### config.mk
export PLATFORM = sky130hd
export DESIGN_NAME = decode_queue
export DESIGN_NICKNAME = d
export VERILOG_FILES = /design/src/rtl/decode_queue.sv
export SDC_FILE = /design/constraint.sdc
export NUM_CORES = 1
export LEC_CHECK = 0
export ABC_AREA = 1
export BUFFER_PORTS_ARGS = -buffer_cell sky130_fd_sc_hd__buf_2
export CORE_UTILIZATION = 50
export CTS_BUF_LIST = sky130_fd_sc_hd__clkbuf_2 sky130_fd_sc_hd__clkbuf_4 sky130_fd_sc_hd__clkbuf_8
export CTS_CLUSTER_SIZE = 10
export DETAILED_ROUTE_END_ITERATION = 10
export PLACE_DENSITY = 0.79
export REMOVE_ABC_BUFFERS = 1
export SYNTH_ARGS = -nofsm -noshare
export SYNTH_HDL_FRONTEND = slang
export SYNTH_SLANG_ARGS = --single-unit
### constraint.sdc
create_clock -name clk -period 4.5 [get_ports clk]
set_input_delay 0.225 -clock clk [delete_from_list [all_inputs] [get_ports clk]]
set_output_delay 0.225 -clock clk [all_outputs]
set_load 0.02 [all_outputs]
### src/rtl/decode_queue.sv
// Buffered MIPS decode stage: decodes each fetched instruction as it is
// enqueued and presents the decoded entries in order over valid/ready.
// Unknown is not stored; it is implied by a stored instruction number of 0.
module decode_queue #(
   parameter int DEPTH = 4,
   parameter int PC_W  = 32,
   parameter int IRN_W = 8
) (
   input  logic                     clk,
   input  logic                     reset,
   input  logic                     flush,
   input  logic                     in_valid,
   output logic                     in_ready,
   input  logic [31:0]              in_ir,
   input  logic [PC_W-1:0]          in_pc,
   output logic                     out_valid,
   input  logic                     out_ready,
   output logic [31:0]              out_ir,
   output logic [PC_W-1:0]          out_pc,
   output logic [IRN_W-1:0]         out_irn,
   output logic [3:0]               out_irtype,
   output logic                     out_unknown,
   output logic [$clog2(DEPTH):0]   count
);
   localparam int PW = $clog2(DEPTH);
   localparam int CW = PW + 1;

   logic [31:0]     mem_ir   [DEPTH];
   logic [PC_W-1:0] mem_pc   [DEPTH];
   logic [5:0]      mem_irn  [DEPTH];
   logic [3:0]      mem_type [DEPTH];
   logic [PW-1:0]   rd_ptr, wr_ptr;
   logic            push, pop;
   logic [5:0]      opcode, funct;
   logic [4:0]      rt;
   logic [5:0]      dec_num;
   logic [3:0]      dec_type;

   assign opcode    = in_ir[31:26];
   assign rt        = in_ir[20:16];
   assign funct     = in_ir[5:0];
   assign in_ready  = (count < CW'(DEPTH)) & ~reset;
   assign out_valid = (count != '0);
   assign push      = in_valid & in_ready;
   assign pop       = out_valid & out_ready;

   // Instruction number from opcode/funct/rt; 0 means unsupported.
   always_comb begin
      dec_num = '0;
      case (opcode)
         6'h00: begin
            case (funct)
               6'h20: dec_num = 6'd1;   6'h21: dec_num = 6'd2;
               6'h22: dec_num = 6'd3;   6'h23: dec_num = 6'd4;
               6'h00: dec_num = 6'd5;   6'h02: dec_num = 6'd6;
               6'h03: dec_num = 6'd7;   6'h04: dec_num = 6'd8;
               6'h06: dec_num = 6'd9;   6'h07: dec_num = 6'd10;
               6'h24: dec_num = 6'd11;  6'h25: dec_num = 6'd12;
               6'h26: dec_num = 6'd13;  6'h27: dec_num = 6'd14;
               6'h2a: dec_num = 6'd15;  6'h2b: dec_num = 6'd16;
               6'h18: dec_num = 6'd17;  6'h19: dec_num = 6'd18;
               6'h1a: dec_num = 6'd19;  6'h1b: dec_num = 6'd20;
               6'h11: dec_num = 6'd21;  6'h13: dec_num = 6'd22;
               6'h10: dec_num = 6'd23;  6'h12: dec_num = 6'd24;
               6'h08: dec_num = 6'd49;  6'h09: dec_num = 6'd50;
               default: dec_num = '0;
            endcase
         end
         6'h01: begin
            case (rt)
               5'h00:   dec_num = 6'd45;
               5'h01:   dec_num = 6'd46;
               default: dec_num = '0;
            endcase
         end
         6'h02: dec_num = 6'd47;  6'h03: dec_num = 6'd48;
         6'h04: dec_num = 6'd41;  6'h05: dec_num = 6'd42;
         6'h06: dec_num = 6'd43;  6'h07: dec_num = 6'd44;
         6'h08: dec_num = 6'd25;  6'h09: dec_num = 6'd26;
         6'h0a: dec_num = 6'd31;  6'h0b: dec_num = 6'd32;
         6'h0c: dec_num = 6'd27;  6'h0d: dec_num = 6'd28;
         6'h0e: dec_num = 6'd29;  6'h0f: dec_num = 6'd30;
         6'h20: dec_num = 6'd34;  6'h21: dec_num = 6'd36;
         6'h23: dec_num = 6'd33;  6'h24: dec_num = 6'd35;
         6'h25: dec_num = 6'd37;  6'h28: dec_num = 6'd40;
         6'h29: dec_num = 6'd39;  6'h2b: dec_num = 6'd38;
         default: dec_num = '0;
      endcase
   end

   // Instruction class follows from the instruction-number ranges.
   always_comb begin
      dec_type = 4'd0;
      case (dec_num) inside
         [6'd5:6'd7]:   dec_type = 4'd1;
         [6'd8:6'd10]:  dec_type = 4'd2;
         [6'd17:6'd20]: dec_type = 4'd3;
         [6'd21:6'd22]: dec_type = 4'd4;
         [6'd23:6'd24]: dec_type = 4'd5;
         [6'd25:6'd29]: dec_type = 4'd6;
         6'd30:         dec_type = 4'd7;
         [6'd31:6'd32]: dec_type = 4'd6;
         [6'd33:6'd37]: dec_type = 4'd8;
         [6'd38:6'd40]: dec_type = 4'd9;
         [6'd41:6'd42]: dec_type = 4'd10;
         [6'd43:6'd46]: dec_type = 4'd11;
         6'd47:         dec_type = 4'd12;
         6'd48:         dec_type = 4'd13;
         6'd49:         dec_type = 4'd14;
         6'd50:         dec_type = 4'd15;
         default:       dec_type = 4'd0;
      endcase
   end

   // Entry storage; contents are don't-care until marked valid by count.
   always_ff @(posedge clk) begin
      if (push && !flush) begin
         mem_ir[wr_ptr]   <= in_ir;
         mem_pc[wr_ptr]   <= in_pc;
         mem_irn[wr_ptr]  <= dec_num;
         mem_type[wr_ptr] <= dec_type;
      end
   end

   // Pointers and occupancy; reset and flush both empty the queue.
   always_ff @(posedge clk) begin
      if (reset || flush) begin
         rd_ptr <= '0;
         wr_ptr <= '0;
         count  <= '0;
      end else begin
         if (push) wr_ptr <= wr_ptr + PW'(1);
         if (pop)  rd_ptr <= rd_ptr + PW'(1);
         if (push && !pop)      count <= count + CW'(1);
         else if (pop && !push) count <= count - CW'(1);
      end
   end

   // Head fields, forced to zero when the queue is empty.
   always_comb begin
      out_ir      = '0;
      out_pc      = '0;
      out_irn     = '0;
      out_irtype  = '0;
      out_unknown = 1'b0;
      if (out_valid) begin
         out_ir      = mem_ir[rd_ptr];
         out_pc      = mem_pc[rd_ptr];
         out_irn     = IRN_W'(mem_irn[rd_ptr]);
         out_irtype  = mem_type[rd_ptr];
         out_unknown = (mem_irn[rd_ptr] == 6'd0);
      end
   end
endmodule
# Yosys cells after proc, flatten, opt, wreduce, memory -nomap -nowiden
# Memories as Yosys holds them, arrays and structs flattened. A register that Yosys moved wholly into a read port is not among the register bits.
# Cells that the tools add are included.
# word_totals
regBits,7
ramBits,296
romBits,384
input_bits,69
out_inout_bits,82
wordCells,126
mem_count,5
# classes
addsub,4
magnitude_cmp,23
eq_ne,29
n_mux,35
bitwise_logic,4
reduce_logical,23
# mem_list
name,depth,word_bits,rd,rd_clocked_by_memory_dff,wr,line_no,source
(no name shown),64,6,1,0,0,52,case (funct)
mem_ir,4,32,1,1,1,28,logic [31:0] mem_ir [DEPTH];
mem_pc,4,32,1,1,1,29,logic [PC_W-1:0] mem_pc [DEPTH];
mem_irn,4,6,1,1,1,30,logic [5:0] mem_irn [DEPTH];
mem_type,4,4,1,1,1,31,logic [3:0] mem_type [DEPTH];
# op_table
cell,count
$pmux 6 s24,1
$eq 6x6->1 const B,12
$mux 4,17
$mux 32,2
$eq 6x4->1 const B,8
$ge 6x5->1 const B,5
$le 6x6->1 const B,5
$eq 6x3->1 const B,4
$ge 6x6->1 const B,4
$le 6x5->1 const B,4
$mux 2,8
$logic_and 1x1->1,14
$eq 6x2->1 const B,2
$logic_not 6->1,2
$pmux 6 s2,1
$eq 6x1->1 const B,1
$eq 6x5->1 const B,1
$ge 6x3->1 const B,1
$ge 6x4->1 const B,1
$le 6x3->1 const B,1
$le 6x4->1 const B,1
$mux 3,2
$mux 6,1
$eq 5x1->1 const B,1
12 further kinds,19

# Longest topological paths before layout
# Gate-level depths: netlist (run 1).
# depth
depth_word,20
depth_mapped,17

# Worst setup path after synthesis (run 1)
# No wires, ideal clock.
# synth_timing
kind,register to register
startpoint,reg count[2]
endpoint,"mem mem_ir[0][0], enable pin"
arrival_time_ns,4.359
required_ns,3.993
slack_ns,-0.365
stages_incl_launch_ff,5
path_buffers,0
period_less_slack_ns,4.865
path_cell_list,dfxtp_1 -> nor2_1 -> nand2_1 -> or2_2 -> nor2_1
# synth_between
elab_chain_cells,6
# synth_lines
item,line_no,source
start: declaration,23,output logic [$clog2(DEPTH):0] count
start signal: assignment,134,if (push && !pop) count <= count + CW'(1);
start signal: assignment,135,else if (pop && !push) count <= count - CW'(1);
$lt 3x3->1,42,assign in_ready = (count < CW'(DEPTH)) & ~reset;
$and 1x1->1,42,
net in_ready,13,"output logic in_ready,"
$and 1x1->1,44,assign push = in_valid & in_ready;
$logic_and 1x1->1,117,if (push && !flush) begin
$mux 1,117,
$mux 1 (not written as such),118,mem_ir[wr_ptr] <= in_ir;
end: declaration,28,
# The timed path passes the listed nets, and every way through them passes these cells.

==> results of run 1 <==
final timing paths:
kind | startpoint | to | cells past startpoint
setup reg to reg | count[2] | mem_ir[1][12] | 5
hold / removal | flush | wr_ptr[0] | 4
hold reg to reg | rd_ptr[1] | flop | 2
setup / recovery | flop | out_pc[11] | 7
area by class of cell:
class | instances | area [sq um]
fill | 2055 | 10200
sequential | 305 | 9070
tap | 335 | 419
clock buffer | 62 | 778
clock inverter | 13 | 113
timing repair buffer | 217 | 1440
antenna | 1 | 2.50
inverter | 60 | 228
multi-input combinational | 817 | 3760
layout by cell type (no fill, tap or decap), drive strengths merged, types with 12 or more instances in the layout:
| master | count |
|---|---|
| a21oi | 87 |
| buf | 159 |
| clkbuf | 62 |
| dlygate4sd3 | 58 |
| edfxtp | 296 |
| ha | 12 |
| inv | 60 |
| nand2 | 120 |
| nand3 | 63 |
| nor2 | 357 |
| o21ai | 153 |
routing by layer:
layer  share of wire (%)  routed length (um)  vias to the layer above
met5               0.043                  13                        -
met4                 2.0                 617                        2
met3                 6.8                2090                       45
met2                  50               15200                      379
met1                  41               12700                     4543
li1                    -                   -                     4702
through the flow:
stage	worst slack, ns	std cells
2_1_floorplan	-1.91	1182
3_3_place_gp	1.72	1676
3_5_place_dp	1.66	1676
4_1_cts	1.06	1809
5_1_grt	0.841	1810
6_report	1.04	1810
state kept, by name, indices dropped and copies added, names as in the netlist, named ones only:
name and cells:
count 3, mem_ir 128, mem_irn 24, mem_pc 128, mem_type 16, rd_ptr 2
wr_ptr 2
critical path: cells and delay by family (launching register included):
kind                   cells  cell delay, ns
buffers and inverters      3            1.34
DFF                        1            0.72
AOI/OAI and AO/OA          2            0.39
and+or+nand+nor            2            0.21
where the power goes:
| group | internal, mW | switching (mW) |
|---|---|---|
| Sequential | 3.16 | 0.0160 |
| Clock | 1.23 | 0.989 |
| Combinational | 0.192 | 0.429 |
| Total | 4.58 | 1.43 |
repair_timing:
item / 4_1_cts / 5_1_grt
hold buffers: 58 / 0
setup endpoints to repair: 0 / 0
hold endpoints to repair: 229 / 0
cells by family (layout without fill, tap and decap cells):
kind of cell,count (synthesis),after routing,share of synthesized area (%)
AOI/OAI and AO/OA,249,249,9.64
adders and majority gates,13,13,1.28
buffers and inverters,122,352,3.54
DFF,305,305,68.4
other,1,3,0.0283
and+or+nand+nor,553,553,17.1
==> flow_summary.ini, run 1 <==
[setup_path]
cp_slowest_stage_delay_ns = 0.72
cp_cell_sequence = buf_4 > buf_4 > nor2_1 > nor2_1 > o21ai_0 > a21oi_1 > buf_2
endpoint_kind = output port
crit_slowest_cell = dfxtp_4
worstSetupStartpointType = flop
cp.arrival_ns = 3.24
required_ns = 4.28
path_class = reg2out
path_max_fanout = 58
r2r_slack_ns = 1.90

[global_routing]
grt_pass1_vias = 9398
grt_usage_pct = 22.5
overflow = 0
grt_util_met3_pct = 4.22
grt_max_degree = 114
grt_busiest_layer = met2
antenna_found_initial = 2
grt_pass1_wl_mm = 47.2
grt_use_met1_pct = 28.4
grt_use_met2_pct = 38.5

[floorplanning]
dieArea_sq_um = 27200
fp.dieH_um = 165
start_util_pct = 50.9
rows = 59
die_w_um = 165
io_pins = 151
design.core.area_sq_um = 26100

[yosys]
synth_top_area_share_pct = 67.0
synth-main-ff-cell = edfxtp_1
synth_seq_cells = 305
ys_types = 32
yosysWarningCount = 0
syn-cell-area_sq_um = 13300
syn_inst = 1243
yosys-top-cells-area = edfxtp_1, nor2_1, o21ai_0
synth.most_common_cell = nor2_1
synth_common_cells = nor2_1, edfxtp_1, o21ai_0
synth-edff-count = 296
yosysTopAreaCell = edfxtp_1
synth_area_per_cell_sq_um = 10.7
synth-seq-area-share_pct = 68.4
async_flop_share_pct = 0

[routing]
vias_per_cell = 5.34
drcViolationCount = 0
ant_nets = 0
finalWirelength_mm = 30.6
drtPass1Iterations = 6
drt_iter0_markers = 990
wl_per_cell_um = 16.9
via_count = 9671

[cts]
clk_path_buf_depth = 3
cts_setup_buffers = 0
cts_tree = done
cts_buffers = 46
clk_latency_ns = 0.55
htreeDepth = 2
post_cts_resized = 0
cts.sinks = 305
clk_pin_slew_ns = 0.07
root_buffer = clkbuf_8

[timing]
hold_viol_final = 0
clock.fmax_mhz = 289
relSlewSlack_pct = 33.0
setup_tns_ns = 0
drv_slew = 0
fin_skew_ns = 0.00943
tightest_slew_ns = 1.01
period_share_pct = 77.0
fin_crit_ns = 3.46
setup_viol = 0
grt_setup_unrepaired = false
holdWs_ns = 0.0378

[finish]
drive_gt1_share_pct = 18.3
final_nets = 1529
fin_util_pct = 60.7
area_delta_synth_final_pct = 19.3
fin_area_sq_um = 15800

[run_status]
status = finished, final reports clean

[place]
hpwl_mm = 17.7
place_congestion = 0.876
io_buffer_count = 148
place_area_sq_um = 14300

[power_and_ir_drop]
p_per_area_nw_per_um2 = 380
total_power_mw = 6.01
irDropWorstVdd_mv = 0.206
leakage_nw = 6.16

[hold_path]
holdCritPathClass = in2reg

[flow_run]
drv_cap = 0
Note: power is estimated with default switching activity, not from simulation.
==> inputs of run 2 (changes only) <==
--- a/config.mk
+++ b/config.mk
@@ -5,13 +5,13 @@
 export SDC_FILE = /design/constraint.sdc
 export NUM_CORES = 1
 export LEC_CHECK = 0
-export ABC_AREA = 1
+export ABC_AREA = 0
 export BUFFER_PORTS_ARGS = -buffer_cell sky130_fd_sc_hd__buf_2
 export CORE_UTILIZATION = 50
 export CTS_BUF_LIST = sky130_fd_sc_hd__clkbuf_2 sky130_fd_sc_hd__clkbuf_4 sky130_fd_sc_hd__clkbuf_8
 export CTS_CLUSTER_SIZE = 10
 export DETAILED_ROUTE_END_ITERATION = 10
-export PLACE_DENSITY = 0.79
+export PLACE_DENSITY = 0.76
 export REMOVE_ABC_BUFFERS = 1
 export SYNTH_ARGS = -nofsm -noshare
 export SYNTH_HDL_FRONTEND = slang
==> constraint.sdc (replaced) <==
create_clock -name clk -period 3.3 [get_ports clk]
set_input_delay 0.165 -clock clk [delete_from_list [all_inputs] [get_ports clk]]
set_output_delay 0.165 -clock clk [all_outputs]
set_load 0.02 [all_outputs]
==> flow_summary.ini, run 2 <==
[yosys]
syn_inst = 693
synth_compound_area_share_pct = 3.32
async_flop_share_pct = 0
synth_seq_cells = 305
syn-cell-area_sq_um = 12700
synth-seq-area-share_pct = 71.2
yosysTopAreaCell = edfxtp_1
ys_types = 66
yosysWarningCount = 0
synth_top_family_by_area = multiplexers
synth_xor_area_share_pct = 0.482
synth-main-ff-cell = edfxtp_1
yosys-top-cells-area = edfxtp_1, mux4_2, and2_1
yosys.area_share.simple_pct = 8.22
synth_area_per_cell_sq_um = 18.4
synth.most_common_cell = edfxtp_1
synth-edff-count = 296
post_synth_mux_area_share_pct = 13.3
synth_fa_ha_area_share_pct = 1.34
synth_top_area_share_pct = 69.8
synth_common_cells = edfxtp_1, and2_1, mux4_2

[global_routing]
overflow = 0
grt_usage_pct = 19.6
antenna_found_initial = 0
grt_max_degree = 77
grt_pass1_wl_mm = 39.1
grt_pass1_vias = 7407

[power_and_ir_drop]
leakage_nw = 5.43
irDropWorstVdd_mv = 0.343
total_power_mw = 8.09
p_per_area_nw_per_um2 = 526

[finish]
layout_common_cells = edfxtp_1, buf_2, and2_1
final_common_cell = edfxtp_1
fin_util_pct = 61.3
final_nets = 1005
fin_area_sq_um = 15400
antenna_cells = 0
area_delta_synth_final_pct = 20.8
top_regs = mem_ir x128, mem_pc x128, mem_irn x24
drive_gt1_share_pct = 34.8

[floorplanning]
dieArea_sq_um = 26100
die_w_um = 162
fp.dieH_um = 162
io_pins = 151
start_util_pct = 50.7
design.core.area_sq_um = 25100
rows = 58

[timing]
grt_setup_unrepaired = false
fin_crit_ns = 2.88
layout_setup_ws_ns = 0.422
hold_viol_final = 0
setup_viol = 0
relSlewSlack_pct = 49.6
period_share_pct = 87.2
clock.fmax_mhz = 347
fin_skew_ns = 0.0157
tightest_slew_ns = 0.756
drv_slew = 0

[place]
io_buffer_count = 148
place_congestion = 0.855
place_ws_ns = 0.419
place_area_sq_um = 13900
hpwl_mm = 14.6

[flow_run]
drv_cap = 0

[setup_path]
crit_family = buffers and inverters
required_ns = 3.68
crit_slowest_cell = or4b_1
cp_cell_sequence = dlygate4sd3_1 > buf_2 > inv_1 > ha_1 > mux2_2 > a22o_1 > o211ai_1 > o221a_2 > nand2_1 > or4b_1 > nand4_1
cp-endpoint = mem_type[1][2]
endpoint_kind = flop
path_max_fanout = 11
cp.depth = 11
timing.rr.start = count[2]
worstSetupStartpointType = input port
reg2reg_to = mem_pc[0][3]
cp_slowest_stage_delay_ns = 0.54
r2r_cells = 5
r2r_slack_ns = 1.03
cp.arrival_ns = 3.26
path_class = in2reg
path_buf_inv = 3
startpoint = in_ir[1]

[cts]
clk_path_buf_depth = 3
post_cts_resized = 0
clk_latency_ns = 0.55
cts_setup_buffers = 0
cts_buffers = 48
clk_pin_slew_ns = 0.06
root_buffer = clkbuf_8
htreeDepth = 2
cts.sinks = 305
cts_tree = done

[routing]
finalWirelength_mm = 25.1
drt_iter0_markers = 444
vias_per_cell = 5.44
ant_nets = 0
drcViolationCount = 0
wl_met3_mm = 1.40
wl_met1_mm = 10.4
via_count = 7006
routed.top_layer = met4
wl_per_cell_um = 19.5
drtPass1Iterations = 4
wl_met2_mm = 13.0

[run_status]
status = finished, final reports clean

[hold_path]
holdCritPathClass = in2reg
-- run 2: cell count changes after synthesis, moves of 35 or more --
| cell | before | now |
|---|---|---|
| inv_1 | 52 | 17 |
| nand2_1 | 115 | 10 |
| o21ai_0 | 152 | 8 |
| nand3_1 | 60 | 2 |
| mux4_2 | 0 | 74 |
| nor2_1 | 342 | 23 |
| a21oi_1 | 87 | 14 |
| and2_1 | 0 | 81 |
-- run 2: layout make-up --
class | instances | area (sq um)
Clock buffer | 69 | 831
Clock inverter | 15 | 80.1
Fill cell | 1841 | 9720
Inverter | 18 | 67.6
Multi-Input combinational cell | 328 | 3420
Sequential cell | 305 | 9080
Tap cell | 330 | 413
Timing Repair Buffer | 222 | 1500
-- run 2: what timing repair did --
action                                 4_1_cts  5_1_grt
endpoints found under the hold margin      245        0
setup endpoints to repair                    0        0
hold buffers                                62        0
-- run 2: layer usage --
metal	vias to the layer above	global-route usage, %
met2	207	34.8
li1	3220	-
met3	18	3.70
met5	-	0
met4	0	5.53
met1	3561	24.7
-- run 2: report_power, final --
group / internal [mW] / total (mW) / switching [mW]
logic: 0.318 / 0.786 / 0.467
registers: 4.30 / 4.32 / 0.0187
clock network: 1.62 / 2.99 / 1.36
-- run 2: kinds of logic (layout without fill, tap and decap cells) --
kind of cell	count (synthesis)	in the layout
flip-flops	305	305
AND/OR/NAND/NOR	173	173
multiplexers	77	77
buffers and inverters	61	324
AO/OA/AOI/OAI	56	56
adder cells (fa/ha/maj)	13	13
XOR/XNOR	7	7
other	1	2
-- run 2: worst min path at each step --
stage / start / to / depth (start not counted)
after floorplan: in_ir[0] / mem_ir[0][0] / 0
after global placement: in_pc[7] / mem_pc[0][7] / 1
after detailed placement: in_pc[0] / mem_pc[0][0] / 1
after CTS: in_ir[29] / mem_ir[2][29] / 1
after global routing: in_ir[26] / mem_ir[3][26] / 1
final: in_ir[26] / mem_ir[3][26] / 1
-- run 2: metrics by stage --
stage / cells / setup TNS (ns) / hold slack, ns
finish: 1287 / 0 / 0.0366
global route: 1287 / 0 / 0.0204
CTS: 1287 / 0 / 0.000762
detailed placement: 1141 / 0 / 0.385
global placement: 1141 / 0 / 0.380
floorplan: 651 / -98.12 / 0.264
